--- src/rtl/vram_arbiter_pkg.sv ---
// Shared types and default widths for the framebuffer port arbiter.
package vram_arb_pkg;

  localparam int ADDR_W = 24;
  localparam int DATA_W = 16;
  localparam int MASK_W = 4;

  typedef enum logic [1:0] {
    IDLE    = 2'd0,
    ISSUE   = 2'd1,
    RELEASE = 2'd2
  } state_t;

  typedef struct packed {
    logic              wr;
    logic [MASK_W-1:0] mask;
    logic [ADDR_W-1:0] addr;
    logic [DATA_W-1:0] data;
  } cmd_t;

endpackage

--- src/rtl/vram_arbiter_if.sv ---
// Framebuffer access port: the arbiter is the master, the framebuffer the slave.
interface vram_arbiter_if #(
  parameter int ADDR_W = vram_arb_pkg::ADDR_W,
  parameter int DATA_W = vram_arb_pkg::DATA_W,
  parameter int MASK_W = vram_arb_pkg::MASK_W
);
  logic              fb_sel_o;
  logic              fb_wr_o;
  logic [MASK_W-1:0] fb_mask_o;
  logic [ADDR_W-1:0] fb_address_o;
  logic [DATA_W-1:0] fb_data_o;
  logic              fb_ack_i;
  logic [DATA_W-1:0] fb_data_i;

  modport master (
    output fb_sel_o, fb_wr_o, fb_mask_o, fb_address_o, fb_data_o,
    input  fb_ack_i, fb_data_i
  );

  modport slave (
    input  fb_sel_o, fb_wr_o, fb_mask_o, fb_address_o, fb_data_o,
    output fb_ack_i, fb_data_i
  );
endinterface

--- src/rtl/vram_arbiter_rr_pick.sv ---
// Combinational round-robin pick: first set request at or above ptr, wrapping to 0.
module rr_pick #(
  parameter int NUM_REQ = 2
) (
  input  logic [NUM_REQ-1:0]         req,
  input  logic [$clog2(NUM_REQ)-1:0] ptr,
  output logic [NUM_REQ-1:0]         winner,
  output logic [$clog2(NUM_REQ)-1:0] index,
  output logic                       valid
);
  localparam int IDX_W = $clog2(NUM_REQ);

  always_comb begin
    winner = '0;
    index  = '0;
    valid  = 1'b0;
    // Upper segment [ptr..N-1] has priority over the wrapped segment [0..ptr-1].
    for (int i = 0; i < NUM_REQ; i++) begin
      if (!valid && req[i] && (IDX_W'(i) >= ptr)) begin
        valid     = 1'b1;
        winner[i] = 1'b1;
        index     = IDX_W'(i);
      end
    end
    for (int i = 0; i < NUM_REQ; i++) begin
      if (!valid && req[i] && (IDX_W'(i) < ptr)) begin
        valid     = 1'b1;
        winner[i] = 1'b1;
        index     = IDX_W'(i);
      end
    end
  end
endmodule

--- src/rtl/vram_arbiter.sv ---
// Round-robin arbiter sharing one framebuffer port among NUM_REQ requesters,
// with an ack watchdog that aborts a transaction the framebuffer never completes.
//
// state   | meaning
// IDLE    | no transaction; pick a requester if any is asking
// ISSUE   | latched command on the framebuffer, waiting for ack or watchdog
// RELEASE | one cycle of ack/err to the requester, then back to IDLE
module vram_arbiter
  import vram_arb_pkg::*;
#(
  parameter int NUM_REQ        = 2,
  parameter int ADDR_W         = vram_arb_pkg::ADDR_W,
  parameter int DATA_W         = vram_arb_pkg::DATA_W,
  parameter int MASK_W         = vram_arb_pkg::MASK_W,
  parameter int TIMEOUT_CYCLES = 4096
) (
  input  logic                      clk,
  input  logic                      reset_ni,
  input  logic [NUM_REQ-1:0]        req_sel_i,
  input  logic [NUM_REQ-1:0]        req_wr_i,
  input  logic [NUM_REQ*MASK_W-1:0] req_mask_i,
  input  logic [NUM_REQ*ADDR_W-1:0] req_addr_i,
  input  logic [NUM_REQ*DATA_W-1:0] req_data_i,
  output logic [NUM_REQ-1:0]        req_ack_o,
  output logic                      req_err_o,
  output logic [DATA_W-1:0]         req_data_o,
  vram_arbiter_if.master            fb,
  output logic [NUM_REQ-1:0]        grant_o,
  output logic                      timeout_o
);
  localparam int IDX_W = $clog2(NUM_REQ);
  localparam int WD_W  = $clog2(TIMEOUT_CYCLES + 1);

  typedef struct packed {
    logic              wr;
    logic [MASK_W-1:0] mask;
    logic [ADDR_W-1:0] addr;
    logic [DATA_W-1:0] data;
  } fb_cmd_t;

  state_t             state, state_next;
  logic [IDX_W-1:0]   rr_ptr, owner;
  logic [WD_W-1:0]    wd, wd_inc;
  logic [NUM_REQ-1:0] pick_onehot;
  logic [IDX_W-1:0]   pick_idx;
  logic               pick_valid;
  fb_cmd_t            pick_cmd;
  logic               start, finish, abort;

  rr_pick #(.NUM_REQ(NUM_REQ)) u_rr_pick (
    .req    (req_sel_i),
    .ptr    (rr_ptr),
    .winner (pick_onehot),
    .index  (pick_idx),
    .valid  (pick_valid)
  );

  assign wd_inc = wd + 1'b1;

  always_comb begin
    pick_cmd = '0;
    for (int i = 0; i < NUM_REQ; i++) begin
      if (pick_onehot[i]) begin
        pick_cmd.wr   = req_wr_i[i];
        pick_cmd.mask = req_mask_i[i*MASK_W +: MASK_W];
        pick_cmd.addr = req_addr_i[i*ADDR_W +: ADDR_W];
        pick_cmd.data = req_data_i[i*DATA_W +: DATA_W];
      end
    end
  end

  always_comb begin
    state_next = state;
    start      = 1'b0;
    finish     = 1'b0;
    abort      = 1'b0;
    unique case (state)
      IDLE: begin
        if (pick_valid) begin
          start      = 1'b1;
          state_next = ISSUE;
        end
      end
      ISSUE: begin
        if (fb.fb_ack_i) begin
          finish     = 1'b1;
          state_next = RELEASE;
        end else if (wd_inc == WD_W'(TIMEOUT_CYCLES)) begin
          finish     = 1'b1;
          abort      = 1'b1;
          state_next = RELEASE;
        end
      end
      RELEASE: state_next = IDLE;
      default: state_next = IDLE;
    endcase
  end

  always_ff @(posedge clk) begin
    if (!reset_ni) begin
      state           <= IDLE;
      rr_ptr          <= '0;
      owner           <= '0;
      wd              <= '0;
      grant_o         <= '0;
      req_ack_o       <= '0;
      req_err_o       <= 1'b0;
      req_data_o      <= '0;
      timeout_o       <= 1'b0;
      fb.fb_sel_o     <= 1'b0;
      fb.fb_wr_o      <= 1'b0;
      fb.fb_mask_o    <= '0;
      fb.fb_address_o <= '0;
      fb.fb_data_o    <= '0;
    end else begin
      state     <= state_next;
      req_ack_o <= '0;
      req_err_o <= 1'b0;
      if (start) begin
        fb.fb_sel_o     <= 1'b1;
        fb.fb_wr_o      <= pick_cmd.wr;
        fb.fb_mask_o    <= pick_cmd.mask;
        fb.fb_address_o <= pick_cmd.addr;
        fb.fb_data_o    <= pick_cmd.data;
        grant_o         <= pick_onehot;
        owner           <= pick_idx;
        wd              <= '0;
      end
      if (state == ISSUE && !finish) begin
        wd <= wd_inc;
      end
      if (finish) begin
        fb.fb_sel_o <= 1'b0;
        req_ack_o   <= grant_o;
        req_err_o   <= abort;
        rr_ptr      <= (owner == IDX_W'(NUM_REQ - 1)) ? '0 : owner + 1'b1;
        if (abort) begin
          timeout_o <= 1'b1;
        end else begin
          req_data_o <= fb.fb_data_i;
        end
      end
      if (state == RELEASE) begin
        grant_o <= '0;
      end
    end
  end
endmodule

--- src/flat_wrapper.sv ---
// flat-port wrapper written by rule: the top's interface ports become plain ports
module vram_arbiter_flat import vram_arb_pkg::*;
#(
  parameter int NUM_REQ        = 2,
  parameter int ADDR_W         = vram_arb_pkg::ADDR_W,
  parameter int DATA_W         = vram_arb_pkg::DATA_W,
  parameter int MASK_W         = vram_arb_pkg::MASK_W,
  parameter int TIMEOUT_CYCLES = 4096
)
  (clk, reset_ni, req_sel_i, req_wr_i, req_mask_i, req_addr_i, req_data_i, req_ack_o, req_err_o, req_data_o, grant_o, timeout_o, fb_fb_sel_o, fb_fb_wr_o, fb_fb_mask_o, fb_fb_address_o, fb_fb_data_o, fb_fb_ack_i, fb_fb_data_i);
  vram_arbiter_if #(.ADDR_W(ADDR_W), .DATA_W(DATA_W), .MASK_W(MASK_W)) fb_i ();
  input  logic clk;
  input  logic reset_ni;
  input  logic [NUM_REQ-1:0] req_sel_i;
  input  logic [NUM_REQ-1:0] req_wr_i;
  input  logic [NUM_REQ*MASK_W-1:0] req_mask_i;
  input  logic [NUM_REQ*ADDR_W-1:0] req_addr_i;
  input  logic [NUM_REQ*DATA_W-1:0] req_data_i;
  output logic [NUM_REQ-1:0] req_ack_o;
  output logic req_err_o;
  output logic [DATA_W-1:0] req_data_o;
  output logic [NUM_REQ-1:0] grant_o;
  output logic timeout_o;
  output wire logic [$bits(fb_i.fb_sel_o)-1:0] fb_fb_sel_o;
  output wire logic [$bits(fb_i.fb_wr_o)-1:0] fb_fb_wr_o;
  output wire logic [$bits(fb_i.fb_mask_o)-1:0] fb_fb_mask_o;
  output wire logic [$bits(fb_i.fb_address_o)-1:0] fb_fb_address_o;
  output wire logic [$bits(fb_i.fb_data_o)-1:0] fb_fb_data_o;
  input wire logic [$bits(fb_i.fb_ack_i)-1:0] fb_fb_ack_i;
  input wire logic [$bits(fb_i.fb_data_i)-1:0] fb_fb_data_i;
  assign fb_fb_sel_o = fb_i.fb_sel_o;
  assign fb_fb_wr_o = fb_i.fb_wr_o;
  assign fb_fb_mask_o = fb_i.fb_mask_o;
  assign fb_fb_address_o = fb_i.fb_address_o;
  assign fb_fb_data_o = fb_i.fb_data_o;
  assign fb_i.fb_ack_i = fb_fb_ack_i;
  assign fb_i.fb_data_i = fb_fb_data_i;
  vram_arbiter #(.NUM_REQ(NUM_REQ), .ADDR_W(ADDR_W), .DATA_W(DATA_W), .MASK_W(MASK_W), .TIMEOUT_CYCLES(TIMEOUT_CYCLES)) u_core (.clk(clk), .reset_ni(reset_ni), .req_sel_i(req_sel_i), .req_wr_i(req_wr_i), .req_mask_i(req_mask_i), .req_addr_i(req_addr_i), .req_data_i(req_data_i), .req_ack_o(req_ack_o), .req_err_o(req_err_o), .req_data_o(req_data_o), .fb(fb_i), .grant_o(grant_o), .timeout_o(timeout_o));
endmodule
--- config.mk ---
export PLATFORM = sky130hd
export DESIGN_NAME = vram_arbiter_flat
export DESIGN_NICKNAME = d
export VERILOG_FILES = /design/src/rtl/vram_arbiter_pkg.sv /design/src/rtl/vram_arbiter_if.sv /design/src/rtl/vram_arbiter_rr_pick.sv /design/src/rtl/vram_arbiter.sv /design/src/flat_wrapper.sv
export SDC_FILE = /design/constraint.sdc
export NUM_CORES = 1
export LEC_CHECK = 0
export ABC_AREA = 1
export BUFFER_PORTS_ARGS = -buffer_cell sky130_fd_sc_hd__buf_2
export CORE_ASPECT_RATIO = 1.75
export CORE_MARGIN = 8
export CORE_UTILIZATION = 46
export DETAILED_ROUTE_END_ITERATION = 7
export PLACE_DENSITY = 0.87
export SLEW_MARGIN = 20
export SYNTH_ARGS = -nofsm -noshare
export SYNTH_HDL_FRONTEND = slang
export SYNTH_SLANG_ARGS = --single-unit
export TNS_END_PERCENT = 20
--- constraint.sdc ---
create_clock -name clk -period 2.44 [get_ports clk]
set_input_delay 0.366 -clock clk [delete_from_list [all_inputs] [get_ports clk]]
set_output_delay 0.366 -clock clk [all_outputs]
set_load 0.005 [all_outputs]
==> summary.md, run 1 <==
| Metric | Value |
|---|---|
| Switching power as a share of total power | roughly 25% |
| Count of nets after finishing | 829 |
| WL per Instance | 14.92 um |
| Signed area change from the synthesized netlist to the final layout | 34.30% |
| Post-DP HPWL | 9281 um |
| Critical path data required time | 2.71 ns |
| Number of cells on the worst hold path | 3 |
| Via count normalized by instance count | 5.248 |
| Pin count of the biggest net entering global routing | 46 |
| Layout cells sized above 1 | 29.92% |
| Total global routing overflow | 0 |
| Final-report setup violation count | 0 |
| Post-synthesis instance total | 551 |
| Area of the die | 0.01147 mm^2 |
| Crit path DAT | between 2 and 2.5 ns |
| Final TNS setup | 0 ns |
| Power, Total | approximately 3600 uW |
| Pins Over Slew Limit | 0 |
| Number of antenna violations at the first check in global routing | 0 |
| Launching point of the worst reg2reg path | u_core.wd[0]$_SDFFE_PN0P_ |
| Die span in x | around 84 um |
| CTS clk-pin slew, worst paths | around 0.06 ns |
| Placer's final routability congestion estimate | 0.9329 |
| Setup slack of the worst register-to-register path | 0.39 ns |
| Kind of end point of the critical path | register |
| Clock share of power | between 40% and 50% |
| CTS tree | built |
| Synth Register Bits | 85 |
| RSZ-0062 raised after global routing | false |
| Placed cell areas | between 0.004 and 0.005 mm^2 |
| Seq pwr share | 43.1% |
| Period utilisation layout | between 80 and 90% |
| Post-route ant nets | 0 |
| Via count of the first global-routing pass | ~4400 |
| Worst Reg-to-Reg Cells | 11 |
| Final wirelength | 12110 um |
| Number of violations reported at the end of detailed-routing iteration 0 | 411 |
| Capture instance of the worst register-to-register path | u_core.wd[5]$_SDFFE_PN0P_ |
| Clock network latency to the later pin of the worst-skew pair | 0.33 ns |
| Global-route wire length before repair | 19930 um |
| Summed area of non-filler cells in the final layout | 0.005066 mm^2 |
| Post-route minimum period | between 2 and 2.5 ns |
| Fraction of power consumed by combinational cells | about 15% |
| PortBufs | 178 |
| Total track usage | 21.35% |
| Start point of the critical path | u_core.wd[0]$_SDFFE_PN0P_ |
| Buffers inserted by post-CTS timing repair | 0 |
| Share of flip-flops with an asynchronous set or reset after synthesis | 0% |
| Dominant synthesized flop cell | dfxtp_1 |
| Slew @ Worst Pin | 0.5342 ns |
| Static leakage | 0.002548 uW |
| I/O pins | 179 |
| Inserted Diodes | 0 |
| Number of enable flip-flop cells after synthesis | 0 |
| Peak supply drop | 449.9 uV |
| Headroom to the max-slew limit | 64.35% |
| Total power divided by cell area | around 700 mW/mm^2 |
| Leading cell types by total area after synthesis | dfxtp_1, nand2_1, nand3_1 |
| Final hold violation count | 0 |
| CTS-repair resized insts | 0 |
| Number of DRC violations after detailed routing | 0 |
| Worst-path maximum fanout | 17 |
| CTS Buffer Depth | 2 |
| Synth Area per Inst | 6.846 um^2 |
| Total iterations of the first detailed-routing run | 5 |
| Num Clock Sinks | 85 |
| Number of H-tree branching levels | 3 |
| Core region area | roughly 0.0080 mm^2 |
| Clk_skew | 0.003224 ns |
| Max-Cap Viols | 0 |
| Cts hold-fix bufs | 0 |
| CTS Root Buffer Type | clkbuf_16 |
| Count of standard-cell rows | 43 |
| Starting Density | 47.38% |
| Worst hold start | req_addr_i[1] |
| Dominant cell type by area after synthesis | dfxtp_1 |
| Number of fill cells | 705 |
| Area share of the largest cell type after synthesis | between 40% and 50% |
| Design internal power | 2663 uW |
| Share of synthesized area occupied by flip-flops and latches | 45.11% |
| Critical path class | reg -> reg |
| Number of distinct library cells after synthesis | 29 |
| Total CTS buffers | 9 |
| Net Count, Synth | 663 |
| Switching power summed over all nets | 893.9 uW |
| Endpoint of the worst hold-timing path | u_core.fb.fb_address_o[1]$_SDFFE_PN0P_ |
| Max frequency | 0.4883 GHz |
| Die height | 135.8 um |
| Via Count | around 4300 |
| Result of the run | finished, final reports clean |
| Path type of the worst min-delay path | in -> reg |
| Combined area of all synthesized cells | 0.003772 mm^2 |
| Critical path launch point type | register |
| Yosys warnings | 0 |
-- kinds of logic after synthesis --
family                     Yosys count  share of synthesized area [%]
buffers and inverters               78                          8.292
adders and majority gates            1                         0.3316
xor gates and xnor gates             3                         0.6966
and+or+nand+nor                    327                          37.05
AOI/OAI and AO/OA                   57                          8.524
DFF                                 85                          45.11
-- flip-flops by register name, indices dropped and copies added (netlist names) --
register                cells
u_core.wd                  13
u_core.fb.fb_mask_o         4
u_core.req_err_o            1
u_core.fb.fb_sel_o          1
u_core.fb.fb_data_o        16
u_core.fb.fb_address_o     24
u_core.req_ack_o            2
u_core.grant_o              2
u_core.rr_ptr               1
u_core.req_data_o          16
u_core.owner                1
u_core.state                2
u_core.fb.fb_wr_o           1
u_core.timeout_o            1
-- cell usage after synthesis (4+ instances only) --
library cell,number
inv_1,43
nor2_2,5
a21oi_1,31
a31oi_1,19
nand3b_1,4
clkbuf_1,21
buf_2,7
nand2_1,214
dfxtp_1,85
nor2_1,20
nand3_1,73
nand4_1,5
-- per-layer routing --
| metal | wire, um | up-vias | track usage (%) |
|---|---|---|---|
| met1 | 4434 | 1961 | 20.64 |
| met3 | 904 | 30 | 7.716 |
| met5 | 0 | - | 0 |
| li1 | - | 2098 | - |
| met4 | 324 | 0 | 9.571 |
| met2 | 6449 | 172 | 39.37 |
-- power groups by stage --
stage                     Sequential (uW)  Clock (uW)  Combinational [uW]
final                                1530        1480                 547
after global routing                 1540        1550                 616
after CTS                            1530        1490                 551
after detailed placement             1560           0                 549
after global placement               1560           0                 535
after floorplan                      1560           0                 276
-- worst max path at each step --
stage	end	slack (ns)	depth (start not counted)
floorplan	u_core.wd[2]$_SDFFE_PN0P_	0.75	12
global route	u_core.wd[11]$_SDFFE_PN0P_	0.13	11
CTS	u_core.wd[7]$_SDFFE_PN0P_	0.41	11
finish	u_core.wd[5]$_SDFFE_PN0P_	0.39	11
global placement	u_core.wd[0]$_SDFFE_PN0P_	0.51	12
detailed placement	u_core.wd[7]$_SDFFE_PN0P_	0.41	11
-- per-stage QoR --
step           utilization, %  instances  worst slack [ns]  hold slack [ns]
3_5_place_dp            59.52        796            0.4087           0.4387
6_report                63.62        812            0.3922           0.2895
4_1_cts                 63.62        812            0.4129           0.2818
5_1_grt                 63.62        812            0.1291           0.2912
2_1_floorplan               -        551            0.7476           0.4379
3_3_place_gp            59.52        796            0.5079           0.4418
-- layout make-up --
cell class / count / area (um^2) / share of cell area (%)
well taps: 90 / 112.6 / 2.223
multi-input cells: 388 / 1765 / 34.85
clock buffers: 12 / 256.5 / 5.063
clock inverters: 4 / 70.07 / 1.383
inverters: 45 / 168.9 / 3.334
repair buffers: 188 / 991.0 / 19.56
flip-flops and latches: 85 / 1702 / 33.59
-- critical path: stages, from the launching register on --
cell and delay, ns:
dfxtp_1 0.41, ha_1 0.27, nand3_1 0.14, nand2_1 0.11
nand3_1 0.08, nor2_1 0.10, nand3_1 0.09, nor2_2 0.13
nand3_4 0.20, nand2_4 0.21, nand3_1 0.10, a21oi_1 0.13
-- layout by cell type (no fill, tap or decap) --
master	count
nand3_4	1
nor2_1	19
a211oi_1	2
o21ai_0	2
buf_2	178
nand4_1	5
clkbuf_8	2
clkbuf_1	1
nand3b_1	4
nor2_4	2
nand2_4	1
inv_2	2
nor2_2	5
inv_1	43
clkbuf_16	9
ha_1	1
o21bai_1	2
clkinv_2	2
dfxtp_1	85
nand3_1	73
nor3_1	1
nor3_2	1
xor2_1	2
nand2_1	214
xnor2_1	1
a31oi_1	19
buf_4	8
a21oi_1	31
nand2_2	1
a22oi_1	1
bufinv_16	2
buf_12	2
(Power assumes the default switching activity.)
==> inputs of run 2 (changes only) <==
--- a/config.mk
+++ b/config.mk
@@ -9,9 +9,9 @@
 export BUFFER_PORTS_ARGS = -buffer_cell sky130_fd_sc_hd__buf_2
 export CORE_ASPECT_RATIO = 1.75
 export CORE_MARGIN = 8
-export CORE_UTILIZATION = 46
+export CORE_UTILIZATION = 42
 export DETAILED_ROUTE_END_ITERATION = 7
-export PLACE_DENSITY = 0.87
+export PLACE_DENSITY = 0.84
 export SLEW_MARGIN = 20
 export SYNTH_ARGS = -nofsm -noshare
 export SYNTH_HDL_FRONTEND = slang
==> constraint.sdc (replaced) <==
create_clock -name clk -period 1.8 [get_ports clk]
set_input_delay 0.27 -clock clk [delete_from_list [all_inputs] [get_ports clk]]
set_output_delay 0.27 -clock clk [all_outputs]
set_load 0.005 [all_outputs]
==> run 2 against run 1 <==
Effect of this change:
- the flow now finishes with violations (negative setup slack)
- combinational power rose by 41%
- largest power group is now clock
- utilization shrank 2.5 points
- clock-buffer cell count down 1
- global-route usage decreased by 1.6 points
- maximum frequency grew 6.8%
- largest cell class unchanged
==> summary.md, run 2 (synthesis results as in run 1) <==
| Metric | Value |
|---|---|
| Die span in x | 87.64 um |
| Worst-path maximum fanout | 8 |
| Number of H-tree branching levels | 3 |
| Launching point of the worst reg2reg path | u_core.wd[0]$_SDFFE_PN0P_ |
| Violations in the final reports | negative setup slack |
| Signed area change from the synthesized netlist to the final layout | 44.64% |
| Max reg flops | 24 |
| Core region area | roughly 0.0089 mm^2 |
| Num Clock Sinks | 85 |
| Post-route ant nets | 0 |
| Total CTS buffers | 9 |
| Path type of the worst min-delay path | in -> reg |
| Kind of end point of the critical path | register |
| Via count normalized by instance count | around 5 |
| Global-route wire length before repair | 19550 um |
| Clock network latency to the later pin of the worst-skew pair | about 0.34 ns |
| I/O pins | 179 |
| Inserted Diodes | 0 |
| Worst hold start | req_addr_i[20] |
| Setup slack of the worst register-to-register path | -0.12 ns |
| Slew @ Worst Pin | 0.5175 ns |
| PortBufs | 178 |
| Placer's final routability congestion estimate | 0.9347 |
| Number of antenna violations at the first check in global routing | 0 |
| Via Count | 4281 |
| CTS Root Buffer Type | clkbuf_16 |
| Clk_skew | 0.004652 ns |
| Headroom to the max-slew limit | 65.31% |
| Period utilisation layout | 106.5% |
| Number of DRC violations after detailed routing | 0 |
| Worst Reg-to-Reg Cells | 11 |
| Number of fill cells | 774 |
| Number of cells on the worst hold path | 3 |
| Total iterations of the first detailed-routing run | 5 |
| Crit path DAT | 2.14 ns |
| Via count of the first global-routing pass | 4245 |
| CTS tree | built |
| Total global routing overflow | 0 |
| Final hold violation count | 0 |
| Critical path class | reg -> reg |
| Capture instance of the worst register-to-register path | u_core.wd[7]$_SDFFE_PN0P_ |
| CTS clk-pin slew, worst paths | 0.06 ns |
| Final-report setup violation count | 19 |
| Cts hold-fix bufs | 0 |
| Pins Over Slew Limit | 0 |
| Pin count of the biggest net entering global routing | 61 |
| Result of the run | complete, but fails checks |
| Peak supply drop | 589.4 uV |
| Area of the die | 0.01239 mm^2 |
| Final wirelength | 12540 um |
| RSZ-0062 raised after global routing | true |
| Endpoint of the worst hold-timing path | u_core.fb.fb_address_o[20]$_SDFFE_PN0P_ |
| Total track usage | between 15 and 20% |
| Max frequency | roughly 0.52 GHz |
| Total power divided by cell area | 915.9 mW/mm^2 |
| Count of nets after finishing | between 800 and 900 |
| Static leakage | 0.002635 uW |
| Post-route minimum period | ~1.9 ns |
| Critical path launch point type | register |
| Final hold slack | 0.1876 ns |
| CTS Buffer Depth | 2 |
| Final TNS setup | -1.765 ns |
| Multi-input combinational cell area | 0.001971 mm^2 |
| Most common cell after layout, fill and taps aside | nand2_1 |
| Critical path data required time | 2.02 ns |
| WL per Instance | 14.72 um |
| Setup slack of the critical path after layout | -0.1171 ns |
| Number of violations reported at the end of detailed-routing iteration 0 | 288 |
| Sequential cell area in the final layout | 0.001720 mm^2 |
| Post-DP HPWL | 8661 um |
| Layout cells sized above 1 | 36.20% |
| Commonest cells after routing, fill and taps aside | nand2_1, buf_2, dfxtp_1 |
| Largest registers in the final layout | u_core.fb.fb_address_o: 24 flops, u_core.fb.fb_data_o: 16 flops, u_core.req_data_o: 16 flops |
| Biggest register | u_core.fb.fb_address_o |
| Starting Density | 42.29% |
| Die height | 141.4 um |
| Max-Cap Viols | 0 |
| Count of standard-cell rows | 46 |
[run 2: cell types whose count changed in the layout (fill, tap and decap cells not counted), moves of 4 or more]
cell / change
dfxtp_1: -9
nor2_4: +4
nor2_1: -4
nand3_4: +4
nand3_2: +7
nand2_1: -7
nand2_2: +6
a21oi_2: +4
a21oi_1: -4
dfxtp_2: +6
nand3_1: -10
[run 2: report_power, final]
part           switching (uW)  internal, uW
Combinational             442           331
Sequential               65.9          2000
Clock                     754          1400
[run 2: area by class of cell]
class                           count  area share [%]
Tap cell                          120           2.752
Multi-Input combinational cell    390           36.12
Sequential cell                    85           31.53
Clock buffer                       11           4.449
Inverter                           45           3.096
Clock inverter                      5           1.972
Timing Repair Buffer              196           20.09
[run 2: critical path: stages, from the launching register on]
cell and delay (ns):
dfxtp_2 0.36, ha_4 0.19, nand3_4 0.10, nand2_2 0.08, nand3_1 0.07, nor2_1 0.12
nand3_1 0.17, nor2_4 0.16, nand3_4 0.20, buf_12 0.21, nand3b_1 0.09, a21oi_2 0.05
[run 2: worst max path at each step]
stage | from | to | slack, ns
floorplan | u_core.wd[0]$_SDFFE_PN0P_ | u_core.wd[2]$_SDFFE_PN0P_ | 0.11
global placement | u_core.wd[0]$_SDFFE_PN0P_ | u_core.wd[0]$_SDFFE_PN0P_ | -0.04
detailed placement | u_core.wd[0]$_SDFFE_PN0P_ | u_core.wd[11]$_SDFFE_PN0P_ | -0.08
CTS | u_core.wd[2]$_SDFFE_PN0P_ | u_core.wd[9]$_SDFFE_PN0P_ | 0.005
global route | u_core.wd[0]$_SDFFE_PN0P_ | u_core.wd[7]$_SDFFE_PN0P_ | -0.28
finish | u_core.wd[0]$_SDFFE_PN0P_ | u_core.wd[7]$_SDFFE_PN0P_ | -0.12
[run 2: what timing repair did]
action	in CTS	in global routing
gates resized for setup	11	45
endpoints found under the setup margin	18	21
setup buffers	3	0
pin swaps	4	18
gates cloned	1	1
[run 2: layer usage]
layer	routed length [um]	global-route usage [%]
met2	6345	32.87
met3	1060	7.995
met1	4716	20.73
met4	420	9.580
met5	0	0
[run 2: per-stage QoR]
step	total power, uW	area [um^2]	setup WS [ns]	cells	util (%)
floorplan	2495	3772	0.1076	551	-
global placement	2856	4852	-0.03543	831	54.39
detailed placement	2865	4852	-0.07615	831	54.39
CTS	5009	5285	0.004807	851	59.24
global route	5207	5456	-0.2814	852	61.16
finish	4997	5456	-0.1171	852	61.16
